## src/rtl/williams_pkg.sv

```systemverilog
// Shared download-controller types: FSM state encoding and ioctl_index targets.
package williams_pkg;

  typedef enum logic [1:0] {
    ST_IDLE  = 2'd0,
    ST_LOAD  = 2'd1,
    ST_DRAIN = 2'd2,
    ST_HOLD  = 2'd3
  } dl_state_e;

  localparam logic [7:0] IDX_ROM = 8'd0;
  localparam logic [7:0] IDX_MOD = 8'd1;
  localparam logic [7:0] IDX_DIP = 8'd254;

endpackage

```

## src/rtl/williams_wr_fifo.sv

```systemverilog
// Synchronous show-ahead FIFO with occupancy count; push while full is ignored
// unless a pop happens on the same edge.
module williams_wr_fifo #(
  parameter int DEPTH = 4,
  parameter int W     = 8
) (
  input  logic                     clk,
  input  logic                     rst,
  input  logic                     push_i,
  input  logic [W-1:0]             din_i,
  input  logic                     pop_i,
  output logic [W-1:0]             dout_o,
  output logic [$clog2(DEPTH):0]   count_o,
  output logic                     empty_o,
  output logic                     full_o
);
  localparam int AW = $clog2(DEPTH);

  logic [W-1:0]  mem_q [DEPTH];
  logic [AW-1:0] rd_ptr_q, wr_ptr_q;
  logic [AW:0]   count_q;
  logic          do_push, do_pop;

  assign empty_o = (count_q == '0);
  assign full_o  = (count_q == (AW+1)'(DEPTH));
  assign do_pop  = pop_i && !empty_o;
  assign do_push = push_i && (!full_o || do_pop);
  assign dout_o  = mem_q[rd_ptr_q];
  assign count_o = count_q;

  always_ff @(posedge clk or posedge rst) begin
    if (rst) begin
      rd_ptr_q <= '0;
      wr_ptr_q <= '0;
      count_q  <= '0;
    end else begin
      if (do_push) wr_ptr_q <= wr_ptr_q + AW'(1);
      if (do_pop)  rd_ptr_q <= rd_ptr_q + AW'(1);
      count_q <= count_q + (AW+1)'(do_push) - (AW+1)'(do_pop);
    end
  end

  // Storage carries no reset; only entries behind a valid count are ever read.
  always_ff @(posedge clk) begin
    if (do_push) mem_q[wr_ptr_q] <= din_i;
  end

endmodule

```

## src/rtl/williams_dl_ctrl.sv

```systemverilog
// HPS ioctl download controller: buffers ROM bytes onto a shared write port,
// captures module id / DIP bytes, and holds the game core in reset while loading.
module williams_dl_ctrl
  import williams_pkg::*;
#(
  parameter int FIFO_DEPTH  = 4,
  parameter int HOLD_CYCLES = 16,
  parameter int ROM_AW      = 17
) (
  input  logic              clk_sys,
  input  logic              reset,
  input  logic              ioctl_download,
  input  logic              ioctl_wr,
  input  logic [24:0]       ioctl_addr,
  input  logic [7:0]        ioctl_dout,
  input  logic [7:0]        ioctl_index,
  output logic              ioctl_wait,
  input  logic              mem_gnt,
  output logic [ROM_AW-1:0] mem_addr,
  output logic [7:0]        mem_data,
  output logic              mem_we,
  output logic [7:0]        mod,
  output logic [63:0]       dips,
  output logic              core_reset,
  output logic              dl_done,
  output logic              ovf
);
  localparam int CW = $clog2(FIFO_DEPTH) + 1;
  localparam int HW = $clog2(HOLD_CYCLES) + 1;
  localparam int EW = ROM_AW + 8;

  dl_state_e         state_q, state_d;
  logic [HW-1:0]     hold_q, hold_d;
  logic              dl_done_q, dl_done_d;
  logic              mem_we_q, ovf_q;
  logic [ROM_AW-1:0] mem_addr_q;
  logic [7:0]        mem_data_q, mod_q;
  logic [63:0]       dips_q;

  logic          wr_rom, rom_in_range, push_req, fire, bypass, fifo_pop, fifo_push, drop;
  logic          fifo_empty, fifo_full, restart;
  logic [EW-1:0] fifo_dout;
  logic [CW-1:0] fifo_count;

  assign wr_rom       = ioctl_wr && (ioctl_index == IDX_ROM);
  assign rom_in_range = (ioctl_addr[24:ROM_AW] == '0);
  assign push_req     = wr_rom && rom_in_range;
  // An empty buffer with the port granted sends the byte straight out, giving 1-cycle latency.
  assign bypass       = push_req && fifo_empty && mem_gnt;
  assign fifo_pop     = mem_gnt && !fifo_empty;
  assign fire         = fifo_pop || bypass;
  assign fifo_push    = push_req && !bypass;
  assign drop         = fifo_push && fifo_full && !fifo_pop;
  assign restart      = ioctl_download && (ioctl_index == IDX_ROM);

  williams_wr_fifo #(.DEPTH(FIFO_DEPTH), .W(EW)) u_fifo (
    .clk     (clk_sys),
    .rst     (reset),
    .push_i  (fifo_push),
    .din_i   ({ioctl_addr[ROM_AW-1:0], ioctl_dout}),
    .pop_i   (fifo_pop),
    .dout_o  (fifo_dout),
    .count_o (fifo_count),
    .empty_o (fifo_empty),
    .full_o  (fifo_full)
  );

  always_ff @(posedge clk_sys or posedge reset) begin
    if (reset) begin
      mem_we_q   <= 1'b0;
      mem_addr_q <= '0;
      mem_data_q <= '0;
      mod_q      <= '0;
      dips_q     <= '0;
      ovf_q      <= 1'b0;
    end else begin
      mem_we_q <= fire;
      if (fire) begin
        if (fifo_empty) {mem_addr_q, mem_data_q} <= {ioctl_addr[ROM_AW-1:0], ioctl_dout};
        else            {mem_addr_q, mem_data_q} <= fifo_dout;
      end
      if (ioctl_wr && ioctl_index == IDX_MOD) mod_q <= ioctl_dout;
      if (ioctl_wr && ioctl_index == IDX_DIP && ioctl_addr[24:3] == '0)
        dips_q[8*ioctl_addr[2:0] +: 8] <= ioctl_dout;
      if ((wr_rom && !rom_in_range) || drop) ovf_q <= 1'b1;
    end
  end

  always_ff @(posedge clk_sys or posedge reset) begin
    if (reset) begin
      state_q   <= ST_IDLE;
      hold_q    <= '0;
      dl_done_q <= 1'b0;
    end else begin
      state_q   <= state_d;
      hold_q    <= hold_d;
      dl_done_q <= dl_done_d;
    end
  end

  always_comb begin
    state_d   = state_q;
    hold_d    = hold_q;
    dl_done_d = 1'b0;
    case (state_q)
      ST_IDLE:  if (restart) state_d = ST_LOAD;
      ST_LOAD:  if (!ioctl_download) state_d = ST_DRAIN;
      ST_DRAIN: begin
        if (restart) begin
          state_d = ST_LOAD;
          hold_d  = '0;
        end else if (fifo_empty) begin
          state_d = ST_HOLD;
          hold_d  = '0;
        end
      end
      ST_HOLD: begin
        if (restart) begin
          state_d = ST_LOAD;
          hold_d  = '0;
        end else if (hold_q == HW'(HOLD_CYCLES - 1)) begin
          state_d   = ST_IDLE;
          dl_done_d = 1'b1;
        end else begin
          hold_d = hold_q + HW'(1);
        end
      end
      default: state_d = ST_IDLE;
    endcase
  end

  assign ioctl_wait = (fifo_count >= CW'(FIFO_DEPTH - 1));
  assign mem_we     = mem_we_q;
  assign mem_addr   = mem_addr_q;
  assign mem_data   = mem_data_q;
  assign mod        = mod_q;
  assign dips       = dips_q;
  assign ovf        = ovf_q;
  assign dl_done    = dl_done_q;
  assign core_reset = reset || (state_q != ST_IDLE);

endmodule
```

## config.mk

```make
export PLATFORM = sky130hd
export DESIGN_NAME = williams_dl_ctrl
export DESIGN_NICKNAME = d
export VERILOG_FILES = /design/src/rtl/williams_pkg.sv /design/src/rtl/williams_wr_fifo.sv /design/src/rtl/williams_dl_ctrl.sv
export SDC_FILE = /design/constraint.sdc
export NUM_CORES = 1
export LEC_CHECK = 0
export CORE_MARGIN = 3
export CORE_UTILIZATION = 35
export CTS_BUF_LIST = sky130_fd_sc_hd__clkbuf_4 sky130_fd_sc_hd__clkbuf_8
export CTS_CLUSTER_SIZE = 8
export DETAILED_ROUTE_END_ITERATION = 16
export SLEW_MARGIN = 10
export SYNTH_ARGS = -nofsm -noshare
export SYNTH_HDL_FRONTEND = slang
export SYNTH_SLANG_ARGS = --single-unit
```

## constraint.sdc

```tcl
create_clock -name clk_sys -period 7.9 [get_ports clk_sys]
set_input_delay 1.185 -clock clk_sys [delete_from_list [all_inputs] [get_ports clk_sys]]
set_output_delay 1.185 -clock clk_sys [all_outputs]
set_load 0.01 [all_outputs]
```

---- Yosys cells after proc, flatten, opt, wreduce, memory -nomap -nowiden ----
Memory sizes are Yosys's and may differ from the RTL's.
Cells that the tools add are included.
operators by class
  divide/modulo/power cells ............... 0
  add/sub/neg operators ................... 6
  order comparisons ....................... 1
  shift operators ......................... 2
  multiply operators ...................... 0
  bitwise logic cells ..................... 0
  reductions and logical operators ........ 33
  equal/unequal tests ..................... 12
  muxes and demuxes ....................... 20
operators by type and width
  cell                                                                     number
  64-bit bitwise mux                                                       1
  8-bit by 34-bit variable shift with 64-bit output, first input constant  1
  8-bit by 34-bit variable part select with 64-bit output                  1
  6-bit negation with 34-bit output                                        1
  22-bit logical NOT                                                       1
  5-bit 2-to-1 mux                                                         4
  17-bit 2-to-1 mux                                                        1
  8-bit logical NOT                                                        2
  1-bit logical AND                                                        15
  2-bit 2-to-1 mux                                                         6
  5-bit one-hot mux with 2 select lines                                    1
  3-bit != test, second input constant                                     3
  8-bit by 1-bit == test with 1-bit output, second input constant          1
  8-bit == test, second input constant                                     1
  8-bit 2-to-1 mux                                                         1
  2-bit one-hot mux with 4 select lines                                    1
  5-bit by 1-bit adder with 5-bit output, second input constant            1
  5-bit by 4-bit == test with 1-bit output, second input constant          1
  1-bit logical NOT                                                        5
  1-bit 2-to-1 mux                                                         5
  2-bit by 1-bit adder with 2-bit output, second input constant            2
  2-bit == test, second input constant                                     2
  1-bit logical OR                                                         4
  2-bit != test, second input constant                                     2
  other kinds (10)                                                         11
storage, ports and cells
  word-level logic and storage cells ...... 87
  memories ................................ 1
  input port bits ......................... 46
  flip-flop bits (word level) ............. 114
  output and inout bits ................... 102
  RAM bits ................................ 100
  bits in latches ......................... 0
  memory bits (read-only) ................. 0
memories
  name          depth  bits a word  read ports  clocked after Yosys merged registers in  write ports  line                    text
  u_fifo.mem_q  4      25           1           0                                        1            williams_wr_fifo.sv:19  logic [W-1:0] mem_q [DEPTH];

---- Longest topological paths before layout ----
  word-level depth ........................ 10
  depth in mapped cells ................... 9
  gate-level depth less buffers ........... 8

---- By module ----
A second synthesis with hierarchy kept.
unflattened totals
  cell total of the unflattened synthesis .. 590
  area, all modules ....................... 9,049.9 um^2
modules (own cells, without submodules)
  module            area each (um^2)  cells an instance  seq. area each (um^2)  instances
  williams_dl_ctrl  5,003.5           423                2,677.6                1
  williams_wr_fifo  4,046.4           167                3,178.0                1

---- Worst setup path after synthesis ----
Ideal clock, no wire load.
  path kind ............................... in2reg
  start ................................... input port ioctl_addr[22]
  end ..................................... memory u_fifo.mem_q[0][0] (netlist bit) (enable)
  setup time .............................. 384 ps
  data arrival time ....................... 3,022 ps
  cell stages on the path ................. 4
  setup slack ............................. 4,494 ps
  cells stage by stage .................... nor4_2 > nand3_2 > a311oi_2 > and2_1
on the way
  cells in the longest elaborated chain, start to end .. 9
ends and longest elaborated chain
  item                                        line                    text
  start: declaration                          williams_dl_ctrl.sv:14  input logic [24:0] ioctl_addr,
  8-bit logical NOT (*)                       williams_dl_ctrl.sv:46  assign rom_in_range = (ioctl_addr[24:ROM_AW] == '0);
  1-bit logical AND (*)                       williams_dl_ctrl.sv:47  assign push_req = wr_rom && rom_in_range;
  1-bit logical AND (2 in a row)              williams_dl_ctrl.sv:49  assign bypass = push_req && fifo_empty && mem_gnt;
  1-bit logical NOT                           williams_dl_ctrl.sv:52  assign fifo_push = push_req && !bypass;
  1-bit logical AND (*)                       williams_dl_ctrl.sv:52
  1-bit logical AND (*)                       williams_wr_fifo.sv:27  assign do_push = push_i && (!full_o || do_pop);
  via u_fifo.do_push                          williams_wr_fifo.sv:22  logic do_push, do_pop;
  1-bit 2-to-1 mux (*)                        williams_wr_fifo.sv:45  if (do_push) mem_q[wr_ptr_q] <= din_i;
  1-bit 2-to-1 mux (implied by the code) (*)  williams_wr_fifo.sv:45
  end: declaration                            williams_wr_fifo.sv:19
The timed path passes the listed nets; every way through them passes the cells marked *.

---- Worst setup path in the final report ----
  start ................................... input port ioctl_addr[0]
  end ..................................... register dips_q[49], in the netlist dips[49]
on the way
  cells in the longest elaborated chain, start to end .. 3
  elaborated cells between the ends (all ways) .. 4
  those cells by class .................... add/sub (1); shift (2); mux (1)
ends and longest elaborated chain
  item                                                                                                                                 line                    text
  6-bit negation with 34-bit output (*)                                                                                                williams_dl_ctrl.sv:84  dips_q[8*ioctl_addr[2:0] +: 8] <= ioctl_dout;
  8-bit by 34-bit variable part select with 64-bit output / 8-bit by 34-bit variable shift with 64-bit output (equally long branches)  williams_dl_ctrl.sv:84
  64-bit bitwise mux (*)                                                                                                               williams_dl_ctrl.sv:84
  end signal: indexed assignment                                                                                                       williams_dl_ctrl.sv:84
  end: declaration                                                                                                                     williams_dl_ctrl.sv:38  logic [63:0] dips_q;
Mark *: on every way between the ends. The rest lies on a longest branch, timed or not.
A chain may end at the register's enable or synchronous reset.

==> summary.txt <==
Status
  • Status: finished clean

Synthesis
  • Yosys warns: 0
  • Synth Register Bits: about 210
  • Mapped Area: 9260 µm²
  • Register area share after synthesis: between 60% and 70%
  • Synth Flop Type: dfrtp_1
  • Cell taking the most area after synthesis: edfxtp_1
  • Syn Nets: 681
  • Netlist cell types: 51
  • Post-synth EDFFs: 100
  • Synth top area share: ~32%
  • Post-Synthesis Cells: 623
  • Share of flip-flops with an asynchronous set or reset: between 50% and 60%
  • Top cells by area, synth: edfxtp_1 (32%), dfrtp_1 (31%), mux2_2 (8.1%)
  • Syn Area/Cell: around 15 µm²

Clock network
  • CTS tree: built
  • Number of CTS-inserted buffers: 37
  • Post-cts hold buffer count: 0
  • Htree depth: 2
  • Root Buffer: clkbuf_8
  • Clk slew on worst S/H paths: roughly 0.06 ns
  • Bufs on Longest Clock Path: 3
  • Number of setup buffers added after CTS: 0
  • Worst-Skew Late Latency: between 0.5 and 0.6 ns
  • Post-CTS sizing: 0
  • Clk sinks: around 210

Layout
  • Post-layout util: ~46%
  • Share of layout cells above drive strength 1: a little under a quarter
  • Most frequent cells in the layout: clkdlybuf4s50_1 (147), dfrtp_1 (114), edfxtp_1 (100)
  • Area grow syn2layout: 28.3%
  • Design Area, Final: approximately 12000 µm²
  • Commonest non-fill, non-tap cell in the layout: clkdlybuf4s50_1
  • Final #Nets: between 800 and 900
  • ANT cells: 0

Timing
  • Post-Route Skew: 0.0134 ns
  • Fin. max-slew vios: 0
  • Pin slew with the least headroom to its limit: 1.08 ns
  • RSZ-0062 raised after global routing: no
  • FMAX: 253 MHz
  • Minimum clock period: 3.95 ns
  • Fin crit share: between 40% and 50%
  • Final Hold Fails: 0
  • Slew headroom: between 20% and 30%
  • Setup TNS: 0 ns
  • Final setup violation count: 0

Die
  • Row Count: slightly below 60
  • Top Ports: between 100 and 150
  • Core footprint: approximately 26000 µm²
  • Die W: approximately 170 µm
  • Initial Utilization: around 36%
  • Die area: approximately 28000 µm²
  • Die H: ~170 µm

Power and ir drop
  • P_leak: 0.00475 µW
  • Worst vdd ir: about 0.00015 V
  • Power Density: ~260 nW/µm²

Hold path
  • Hold Crit Class: reg -> reg

Flow run
  • Max-Cap Viols: 0

Global routing
  • First-pass GRT wire length: between 30 and 40 mm
  • Overall Global Routing Usage: 16.8%
  • Vias in the first global route: around 6500
  • Overflow after GRT: 0
  • Initial antenna violation count: 0
  • Largest net degree at the start of global routing: between 70 and 80

Routing
  • DR pass1 iterations: 4
  • Vias/cell: between 5 and 6
  • Routed wire per std cell: roughly 21 µm
  • Vias: ~6000
  • DRC Markers: 0
  • Detail Route Antenna Nets: 0
  • Number of DRC markers in iteration 0: slightly below 500
  • Routed WL: around 24 mm

Worst setup path
  • WP data required: between 8 and 9 ns
  • Startpoint Class: primary input
  • Top cell by count, worst path: ha_1
  • CP Data Arrival Time: roughly 4.3 ns
  • Crit Path Class: in -> reg
  • CP peak stage delay: around 0.8 ns
  • Crit path max-delay cell type: nor2_1
  • Worst Path Max Fanout: 19
  • Cell Chain, Critical Path: clkdlybuf4s50_1 -> inv_1 -> ha_1 -> ha_1 -> nor2_1 -> nand3_1 -> nor4_4 -> mux2_2
  • Worst setup EP type: flip-flop

Placed design
  • Post-detail-place hpwl: roughly 15 mm
  • GPL Wtd Cong: 0.782
  • DP Area: about 11000 µm²
  • Port Buffer Count: approximately 150
[synthesized netlist by cell type, types with 4 or more instances]
cell type and count:
nor2_1 39, nor3b_1 7, edfxtp_1 100, nand3_1 6
mux2_1 6, nand4_1 7, mux2_2 67, nor3_4 6
clkbuf_1 31, nor3_1 20, ha_1 11, mux4_2 25
nand2_1 22, dfrtp_1 114, and4_1 21, inv_1 14
nor2b_1 10, buf_2 4, and2_1 16, a211oi_1 25
o22ai_1 25, and3_1 4
[per-layer routing]
layer	vias up	routed length (µm)	track usage, %
met5	-	0	0
met4	0	230	4.38
met3	15	2660	6.94
met2	236	10900	26.0
met1	3005	10200	22.1
li1	2721	-	-
[layout make-up]
cell class	instances	area, µm²
Inverter	14	55.1
Clock inverter	6	30.0
Fill cell	2250	13700
Clock buffer	61	733
Multi-Input combinational cell	359	3220
Sequential cell	214	5860
Timing Repair Buffer	159	1580
Tap cell	330	413
[power by group]
part | internal (µW) | leakage, µW | switching [µW]
logic | 384 | 0.00195 | 330
clock network | 585 | 0.000410 | 432
registers | 1260 | 0.00239 | 122
[flip-flops by register name, indices dropped and copies added, names as in the netlist, 3 cells and up]
signal and count:
mem_data 8, u_fifo.count_o 3, mod 8, dips 64, mem_addr 17, hold_q 5
u_fifo.mem_q 100
[metrics by stage]
stage,total power [µW],setup WS (ns),hold WS (ns),cells
6_report,3110,3.95,0.482,1143
5_1_grt,3280,3.63,0.491,1143
2_1_floorplan,1800,3.70,0.488,623
3_5_place_dp,2130,3.41,0.461,1076
3_3_place_gp,2090,3.62,0.470,1075
4_1_cts,3160,3.94,0.475,1143
[worst max-delay path, delay by kind of cell]
family | cells | cell delay, ns
fa+ha+maj | 2 | 0.41
buf+inv | 2 | 0.78
mux | 1 | 0.40
simple gates | 3 | 1.55
[final timing paths]
kind / start / depth (start not counted) / end / slack (ns)
min reg2reg: ovf$_DFFE_PP0P_ / 1 / ovf$_DFFE_PP0P_ / 0.48
max in group asynchronous: reset / 3 / dips[63]$_DFFE_PP0P_ / 5.40
min: ovf$_DFFE_PP0P_ / 1 / ovf$_DFFE_PP0P_ / 0.48
max: ioctl_addr[0] / 8 / dips[49]$_DFFE_PP0P_ / 3.95
max reg2reg: u_fifo.rd_ptr_q[0]$_DFFE_PP0N_ / 4 / mem_data[1]$_DFFE_PP0P_ / 5.64
min in group asynchronous: reset / 2 / hold_q[0]$_DFFE_PP0P_ / 1.12
[cells by family after synthesis]
kind of cell,count (synthesis),share of synthesized area [%]
xor+xnor,5,0.473
mux,101,15.3
flops,214,63.2
compound gates,63,4.78
buf+inv,50,2.08
simple gates,178,12.5
fa+ha+maj,12,1.70
(Power assumes the default switching activity.)
